==> src/rtl/dpsram_arb_pkg.sv <==
// Shared types and widths for the DPSRAM port-A arbiter.
package dpsram_arb_pkg;
  localparam int ADDR_W = 16;
  localparam int DATA_W = 32;

  typedef enum logic {ARB, LOCKED} arb_state_e;

  // Index of the set bit in a one-hot vector (up to 8 requesters); 0 when empty.
  function automatic logic [2:0] onehot_to_idx(input logic [7:0] oh);
    logic [2:0] idx;
    idx = '0;
    for (int i = 0; i < 8; i++)
      if (oh[i]) idx = 3'(i);
    return idx;
  endfunction
endpackage

==> src/rtl/dpsram_port_arbiter_rr_pick.sv <==
// Round-robin picker: first set req bit at or above ptr, wrapping modulo N.
module rr_pick #(
  parameter int N = 2,
  localparam int IW = (N > 1) ? $clog2(N) : 1
) (
  input  logic [N-1:0]  req,
  input  logic [IW-1:0] ptr,
  output logic [N-1:0]  win_oh,
  output logic          valid
);
  logic [2*N-1:0] dbl, back;
  logic [N-1:0]   rot, first;

  // Rotate so ptr lands at bit 0, pick the lowest set bit, rotate back.
  assign dbl = {req, req} >> ptr;
  assign rot = dbl[N-1:0];

  // Lowest set bit of the rotated request vector.
  always_comb begin
    first = '0;
    for (int k = 0; k < N; k++)
      if (rot[k] && first == '0) first[k] = 1'b1;
  end

  assign back   = {first, first} << ptr;
  assign win_oh = back[2*N-1:N];
  assign valid  = |req;
endmodule

==> src/rtl/dpsram_port_arbiter.sv <==
// Round-robin arbiter with burst lock sharing DPSRAM port A among NREQ requesters.
// Optional build macro ARB_STATS_EN adds a saturating conflict_count output.
module dpsram_port_arbiter
  import dpsram_arb_pkg::*;
#(
  parameter int NREQ      = 2,
  parameter int MAX_BURST = 16
) (
  input  logic                         clk,
  input  logic                         nreset,
  input  logic [NREQ-1:0]              req,
  input  logic [NREQ-1:0]              lock,
  input  logic [NREQ-1:0][ADDR_W-1:0]  addr,
  input  logic [NREQ-1:0]              we,
  input  logic [NREQ-1:0][DATA_W-1:0]  wdata,
  output logic [NREQ-1:0]              gnt,
  output logic [DATA_W-1:0]            rdata,
  output logic [NREQ-1:0]              rvalid,
  output logic                         port_A_clk,
  output logic [ADDR_W-1:0]            port_A_addr,
  output logic                         port_A_we,
  output logic [DATA_W-1:0]            port_A_data_in,
  input  logic [DATA_W-1:0]            port_A_data_out
`ifdef ARB_STATS_EN
  ,
  output logic [15:0]                  conflict_count
`endif
);
  localparam int IW = $clog2(NREQ);
  localparam logic [7:0] MAXB = 8'(MAX_BURST);

  arb_state_e      state_q;
  logic [IW-1:0]   rr_q, owner_q, last_q, win_idx, sel;
  logic [7:0]      burst_q;
  logic [NREQ-1:0] owner_oh, pick_req, pick_oh;
  logic            pick_vld, owner_ok, others, at_max, forced, hold, accept;

  assign port_A_clk = clk;

  // Owner keeps the port while locked, unless the burst is spent and someone waits.
  assign owner_oh = NREQ'(1) << owner_q;
  assign owner_ok = (state_q == LOCKED) && req[owner_q] && lock[owner_q];
  assign others   = |(req & ~owner_oh);
  assign at_max   = burst_q >= MAXB;
  assign forced   = owner_ok && at_max && others;
  assign hold     = owner_ok && !forced;
  assign pick_req = forced ? (req & ~owner_oh) : req;

  rr_pick #(.N(NREQ)) u_pick (
    .req    (pick_req),
    .ptr    (rr_q),
    .win_oh (pick_oh),
    .valid  (pick_vld)
  );

  // Grant is held off entirely while reset is asserted.
  always_comb begin
    gnt = '0;
    if (!nreset) gnt = hold ? owner_oh : pick_oh;
  end

  assign accept  = |gnt;
  assign win_idx = IW'(onehot_to_idx(8'(gnt)));
  // Idle cycles keep the last owner's slice on the bus so addr/data do not toggle.
  assign sel            = accept ? win_idx : last_q;
  assign port_A_addr    = nreset ? '0 : addr[sel];
  assign port_A_data_in = nreset ? '0 : wdata[sel];
  assign port_A_we      = accept & we[win_idx];

  // Arbitration state, burst accounting and read-return pipe.
  always_ff @(posedge clk) begin
    if (nreset) begin
      state_q <= ARB;
      rr_q    <= '0;
      owner_q <= '0;
      last_q  <= '0;
      burst_q <= '0;
      rdata   <= '0;
      rvalid  <= '0;
    end else begin
      rdata  <= port_A_data_out;
      rvalid <= gnt & ~we;
      if (accept) begin
        last_q <= win_idx;
        rr_q   <= (win_idx == IW'(NREQ-1)) ? '0 : win_idx + 1'b1;
      end
      if (hold) begin
        if (!at_max) burst_q <= burst_q + 8'd1;
      end else if (accept && !forced && lock[win_idx]) begin
        state_q <= LOCKED;
        owner_q <= win_idx;
        burst_q <= 8'd1;
      end else begin
        state_q <= ARB;
      end
    end
  end

`ifdef ARB_STATS_EN
  logic multi;
  assign multi = (req & (req - NREQ'(1))) != '0;

  // Saturating count of cycles with more than one requester active.
  always_ff @(posedge clk) begin
    if (nreset)                             conflict_count <= '0;
    else if (multi && conflict_count != 16'hFFFF) conflict_count <= conflict_count + 16'd1;
  end
`endif
endmodule

==> config.mk <==
export PLATFORM = sky130hd
export DESIGN_NAME = dpsram_port_arbiter
export DESIGN_NICKNAME = d
export VERILOG_FILES = /design/src/rtl/dpsram_arb_pkg.sv /design/src/rtl/dpsram_port_arbiter_rr_pick.sv /design/src/rtl/dpsram_port_arbiter.sv
export SDC_FILE = /design/constraint.sdc
export NUM_CORES = 1
export LEC_CHECK = 0
export ABC_AREA = 1
export CAP_MARGIN = 20
export CORE_UTILIZATION = 33
export DETAILED_ROUTE_END_ITERATION = 10
export GPL_ROUTABILITY_DRIVEN = 0
export HOLD_SLACK_MARGIN = 0.05
export PLACE_DENSITY = 0.9
export REMOVE_ABC_BUFFERS = 1
export SYNTH_ARGS = -nofsm -noshare
export SYNTH_HDL_FRONTEND = slang
export SYNTH_SLANG_ARGS = --single-unit
==> constraint.sdc <==
create_clock -name clk -period 4.26 [get_ports clk]
set_clock_uncertainty 0.15 [all_clocks]
set_input_delay 0.426 -clock clk [delete_from_list [all_inputs] [get_ports clk]]
set_output_delay 0.426 -clock clk [all_outputs]
set_load 0.05 [all_outputs]
=== Word level (Yosys, flattened, before mapping) ===
Index checks and enable logic that the tools add are counted.

* Bits in registers: 46
* Bits of input ports: 136
* Output and inout port bits: 86
* Word-level logic and storage cells: 64

* $add $sub $neg: 2
* Order comparisons: 4
* Equality and inequality tests: 1
* Shift operators: 3
* Multiplexer cells: 26
* Bitwise logic cells: 7
* Reductions and logical operators: 14

{| class="wikitable"
|+ Operators by type and width
! operator !! number
|-
| 2-to-1 mux 32 bit || 3
|-
| 2-to-1 mux 16 bit || 3
|-
| 2-to-1 mux 8 bit || 3
|-
| 2-to-1 mux 1 bit || 14
|-
| adder 8 x 1 -> 8 bit (second input constant) || 1
|-
| greater-or-equal comparator 8 x 5 -> 1 bit (second input constant) || 1
|-
| logical AND 1 bit || 8
|-
| less-than comparator 1 x 2 -> 1 bit (second input constant) || 3
|-
| 2-to-1 mux 2 bit || 3
|-
| bitwise AND 2 bit || 2
|-
| NOT 2 bit || 2
|-
| AND reduction 2 bit || 2
|-
| OR reduction 2 bit || 2
|-
| left shift 4 x 1 -> 4 bit || 1
|-
| right shift 4 x 1 -> 2 bit || 1
|-
| != test 2 bit (second input constant) || 1
|-
| NOT 1 bit || 2
|-
| nonzero test 2 bit || 1
|-
| left shift 1 x 1 -> 2 bit (first input constant) || 1
|-
| adder 1 bit (second input constant) || 1
|-
| bitwise AND 1 bit || 1
|-
| zero test 1 bit || 1
|}

=== Logic depth before layout (Yosys ltp) ===
* Word-level depth: 21
* Gate-level depth with buffers: 15
* Gate-level depth less buffers: 15

=== Modules after synthesis ===
Synthesis repeated with hierarchy kept, for this count alone.

* Cell total of the unflattened synthesis: 373
* Area, all modules: 2524.9 µm²

{| class="wikitable"
|+ Modules (own cells, without submodules)
! module !! instances !! cells an instance !! area each (µm²) !! seq. area each (µm²)
|-
| dpsram_port_arbiter || 1 || 367 || 2498.6 || 920.9
|-
| rr_pick || 1 || 6 || 26.3 || 0.0
|}

==> metrics.md <==
| Metric | Value |
|---|---|
| # resized after CTS | `0` |
| Worst path required time | `approximately 3.7 ns` |
| Die H | `87.1 µm` |
| Iter 0 DRT Violations | `315` |
| Hold Path Class | `flip-flop to flip-flop` |
| Setup Fix Bufs, Post-CTS | `0` |
| Number of iterations in the first detailed-routing pass | `5` |
| Max-Cap Viols | `0` |
| DP HPWL | `roughly 7900 µm` |
| Via/cell ratio | `4.81` |
| Static leakage | `2.33 nW` |
| IO Port Bufs | `approximately 220` |
| DRC | `0` |
| Register area | `921 µm²` |
| Die area | `0.00759 mm²` |
| Ys Warns | `0` |
| IO Count | `around 220` |
| CP Capture Type | `output pin` |
| Initial antenna violation count | `0` |
| Fin. max-slew vios | `0` |
| Crit-path max FO | `49` |
| Yosys cell types | `30` |
| Synthesized area per cell | `6.54 µm²` |
| Final Hold Viols | `0` |
| Final setup TNS | `0 ns` |
| Mapped cell area | `0.00239 mm²` |
| Worst Path Arrival | `3.19 ns` |
| RSZ-0062 raised after global routing | `no` |
| Reg-to-Reg Start | `owner_q$_SDFFE_PP0P_` |
| Hold_sp | `burst_q[5]$_SDFFE_PP0P_` |
| Chip Width | `between 80 and 90 µm` |
| DRT Wirelength | `10700 µm` |
| Largest vdd supply drop | `0.000193 V` |
| Antenna Cells | `0` |
| GRT Util Overall | `28.2%` |
| Hold_buf cts | `0` |
| Gr ovfl total | `0` |
| Worst-path cell chain | `clkdlybuf4s50_1 -> nand3_2 -> nand2_2 -> nand2_2 -> a21oi_2 -> inv_2 -> nand2_1 -> nand2_2 -> nand2_2 -> nand2_4 -> inv_4 -> nor2_1 -> nor2_1 -> buf_12` |
| First-pass GRT wire length | `16200 µm` |
| Vias | `3242` |
| Seq/Total Area, Yosys | `38.5%` |
| Min Tclk post-route | `3.77 ns` |
| Startpoint types | `primary input` |
| Core Region | `0.00691 mm²` |
| # rows | `30` |
| Slowest CP cell | `clkdlybuf4s50_1` |
| Layout cell share with drive strength beyond 1 | `13.8%` |
| Worst setup path startpoint | `lock[1]` |
| Number of global-route vias before repair | `between 3000 and 4000` |
| Synth Register Bits | `46` |
| Area growth, synth to finish | `119%` |
| PwrDens | `300 mW/mm²` |
| Clk_lat worst skew | `0.40 ns` |
| Most used cell, CP | `nand2_2` |
| Final setup violation count | `0` |
| Fmax achieved | `about 270 MHz` |
| CP Class | `primary input to output pin` |
| CTS tree | `done` |
| Clock Pin Slew Worst Setup and Hold Paths | `approximately 0.08 ns` |
| Design area | `roughly 0.0052 mm²` |
| Largest net degree at the start of global routing | `52` |
| Slowest stage delay, CP | `0.56 ns` |
| Final worst path period share | `roughly 88%` |
| Status | `finished clean` |
| Cell Area, Placed | `between 0.005 and 0.006 mm²` |
| Mapped Cells | `between 300 and 400` |
| Detail Route Antenna Nets | `0` |
| DR WL/cell | `15.9 µm` |
| Area of the multi-input gates | `0.00114 mm²` |
| Layout Nets | `between 700 and 800` |
| Layout fillers | `461` |
| Rel. slew slack | `64.8%` |
| Worst slew pin tran | `0.527 ns` |
| Initial core utilization | `between 30% and 40%` |
[per-layer routing]
| metal | up-vias | global-route usage (%) | routed length (µm) |
|---|---|---|---|
| met5 | - | 0 | 0 |
| met4 | 0 | 14.0 | 438 |
| met3 | 49 | 9.95 | 919 |
| met2 | 217 | 53.0 | 5590 |
| met1 | 1436 | 27.2 | 3750 |
| li1 | 1540 | - | - |
[placed cells by master (no fill, tap or decap), types with 3 or more instances in the layout]
cell type,instances
clkdlybuf4s50_1,171
nor2_1,138
buf_12,50
inv_1,48
dfxtp_1,46
o21ai_0,31
o21ai_1,23
nand2_1,15
clkbuf_8,8
nand3_1,7
nand2_2,7
a21oi_1,7
nand4_1,3
nor3b_2,3
[kinds of logic after synthesis]
family	after synthesis	synth area share, %
AO/OA/AOI/OAI	65	14.1
XOR/XNOR	2	0.732
adder cells (fa/ha/maj)	2	1.05
buffers and inverters	73	13.9
flip-flops	46	38.5
AND/OR/NAND/NOR	178	31.7
[final timing paths]
kind / to / depth (start not counted) / slack, ns
setup / recovery: port_A_data_in[18] / 14 / 0.49
hold / removal: burst_q[5]$_SDFFE_PP0P_ / 1 / 0.35
setup reg to reg: last_q$_SDFF_PP0_ / 12 / 1.68
hold reg to reg: burst_q[5]$_SDFFE_PP0P_ / 1 / 0.35
[synth_stat cells]
cell type    n  area [µm²]
o21bai_1     1        7.51
buf_4        2        15.0
nand2_2      7        43.8
nor3_1       1        5.00
nor2_1     138         518
nand3_4      1        17.5
ha_1         2        25.0
a21oi_1      7        35.0
buf_1        2        7.51
xor2_1       2        17.5
or2_2        1        6.26
a221oi_1     1        8.76
nand3_1      7        35.0
a211oi_1     1        7.51
inv_1       48         180
o21ai_1     23         115
buf_2        5        25.0
nand3_2      1        10.0
buf_6        4        45.0
inv_4        1        6.26
inv_2        2        7.51
buf_8        1        15.0
a21oi_2      1        8.76
clkbuf_1     8        30.0
nand4_1      3        18.8
o21ai_0     31         155
dfxtp_1     46         921
nand2_4      1        11.3
nor3b_2      3        37.5
nand2_1     15        56.3
[power breakdown]
group	internal, mW	switching, mW	leakage, nW	total, mW
Combinational	0.329	0.389	1.88	0.718
Clock	0.192	0.200	0.0706	0.392
Sequential	0.451	0.0101	0.381	0.461
[through the flow]
stage | cells | utilization, % | hold slack, ns | power, mW | setup WS (ns)
CTS | 674 | 75.7 | 0.344 | 1.57 | 0.584
floorplan | 344 | - | 0.276 | 0.789 | 1.30
finish | 674 | 75.7 | 0.345 | 1.57 | 0.490
global route | 674 | 75.7 | 0.356 | 1.65 | 0.305
detailed placement | 663 | 73.9 | 0.333 | 1.24 | 0.613
global placement | 663 | 73.9 | 0.323 | 1.22 | 0.794
[sequential cells by signal, summed over array words and instances (netlist names)]
| register | cells |
|---|---|
| rr_q | 1 |
| rvalid | 2 |
| state_q | 1 |
| owner_q | 1 |
| burst_q | 8 |
| last_q | 1 |
| rdata | 32 |
[final cells by class]
type | instances | share of cell area [%]
clock buffer | 10 | 2.37
clock inverter | 2 | 0.263
inverter | 51 | 3.71
multi-input combinational | 247 | 21.8
sequential | 46 | 17.6
tap | 96 | 2.30
timing repair buffer | 222 | 52.0
[worst max-delay path, delay by kind of cell]
kind                   cells  cell delay [ns]
AO/OA/AOI/OAI              1             0.18
buffers and inverters      4             1.31
AND/OR/NAND/NOR            9             1.22
Power figures use the tool's default switching activity.
==> variant (same settings) <==
Set the package constant `ADDR_W` to 18 (it was 16).
--- a/src/rtl/dpsram_arb_pkg.sv
+++ b/src/rtl/dpsram_arb_pkg.sv
@@ -2,3 +2,3 @@
 package dpsram_arb_pkg;
-  localparam int ADDR_W = 16;
+  localparam int ADDR_W = 18;
   localparam int DATA_W = 32;
Interface: changed (resized addr and port_A_addr); port bits go from 222 to 228. No check against the original RTL was run, so the function may have changed too.
==> variant against the original RTL <==
Total power up 1.3%. Largest cell class unchanged. Synthesized area is 2.2% higher. Highest routed layer unchanged. Setup slack better by 79 ps. Sequential cell count unchanged. Cell area increased by 2.8%. Utilization shrank 1.2 points. Wire length down 11%. Sequential share of layout area fell by 0.48 points.
==> variant: results (changes against the original RTL) <==
status: "finished, final reports clean"
p_leak_nw: 2.404  # +3.2%
worst_pin_slew_ps: 512.0  # -14.65 ps
multiInputCombCellCount: 259  # +4.9%
inverters: 49  # -3.9%
drt-initial-drc-count: 183  # -42%
grt_pass1_wl_um: 14280  # -12%
fill_cells: 517  # +12%
multi_input_area_share_pct: 22.38  # +0.59 points
dpl_cell_area_um2: 5250  # +2.9%
wl_met1_um: 3351  # -11%
track_usage_pct: 23.94  # -4.3 points
port_buffers: 227  # +2.7%
use_met2_pct: 45.38  # -7.7 points
buf_share_pct: 52.16  # +0.20 points
maxUsedRoutingLayer: "met4"
vias: 3202  # -1.2%
place_inst: 683  # +3.0%
wl_met3_um: 753  # -18%
max_stage_delay_ps: 520  # -40 ps
wl_per_cell_um: 13.74  # -13%
num-nonclk-buffers: 229  # +3.2%
synthCells: 376  # +2.7%
synthTopCellsByCount: "146 x nor2_1, 47 x inv_1, 46 x dfxtp_1, 45 x o21ai_0, 16 x nand2_1"
clock_area_share_pct: 2.559  # -0.072 points
multi_input_area_um2: 1204  # +5.6%
cp_max_fo: 51  # +4.1%
nets: 736  # +2.9%
grt_pass1_vias: 3051  # -7.7%
ctsResizeCount: 0  # unchanged
seq_area_share_pct: 17.12  # -0.48 points
cp.arrival_ps: 3110  # -80 ps
swShare_pct: 37.81  # -0.32 points
layout-drive-gt1-share_pct: 13.78  # -0.059 points
use_met3_pct: 8.388  # -1.6 points
ys_seq_area_share_pct: 37.65  # -0.85 points
peakVddDrop_v: 0.0001700  # -12%
drtPass1Iterations: 4  # -1
viasPerCell: 4.614  # -4.1%
yosys-top-cells-area: "dfxtp_1 38%, nor2_1 22%, o21ai_0 9.2%"
dr_wl_met2_um: 5107  # -8.7%
dp_hpwl_um: 7697  # -3.0%
met1_usage_pct: 23.53  # -3.7 points
largest_registers: "rdata: 32 flops, burst_q: 8 flops, rvalid: 2 flops"
dp_slack_ps: 593.5  # -19.65 ps
==> variant: changes by cell type after synthesis, moves of 3 or more <==
cell,change
nor2_1,+8
o21ai_0,+14
nand3_1,+3
clkbuf_2,+4
buf_2,-3
o21ai_1,-15
==> variant: power groups by stage <==
stage / clock, W / combinational, W / sequential (W)
final: 0.000383 / 0.000746 / 0.000463
after global placement: 0.0000542 / 0.000733 / 0.000472
after CTS: 0.000389 / 0.000749 / 0.000463
after global routing: 0.000408 / 0.000782 / 0.000465
after detailed placement: 0.0000542 / 0.000746 / 0.000473
after floorplan: 0 / 0.000281 / 0.000532
==> variant: worst paths after layout <==
path | startpoint | end | slack, ps | cells after the start
worst max register to register | owner_q$_SDFFE_PP0P_ | last_q$_SDFF_PP0_ | 1820 | 12
worst max-delay path | req[0] | port_A_data_in[1] | 570 | 14
worst min-delay path | burst_q[5]$_SDFFE_PP0P_ | burst_q[5]$_SDFFE_PP0P_ | 340 | 1
worst min register to register | burst_q[5]$_SDFFE_PP0P_ | burst_q[5]$_SDFFE_PP0P_ | 340 | 1
==> variant: cells by family after synthesis <==
| logic type | Yosys count | synth area share, % |
|---|---|---|
| buffers and inverters | 71 | 13.15 |
| and+or+nand+nor | 191 | 33.40 |
| AOI/OAI and AO/OA | 64 | 14.07 |
| xor gates and xnor gates | 2 | 0.7162 |
| DFF | 46 | 37.65 |
| adders and majority gates | 2 | 1.023 |
==> variant: per-stage QoR <==
stage | power, W | hold WS, ps
global placement | 0.001259 | 327.6
finish | 0.001592 | 344.9
global route | 0.001656 | 356.8
floorplan | 0.0008130 | 276.0
CTS | 0.001601 | 346.9
detailed placement | 0.001274 | 335.6
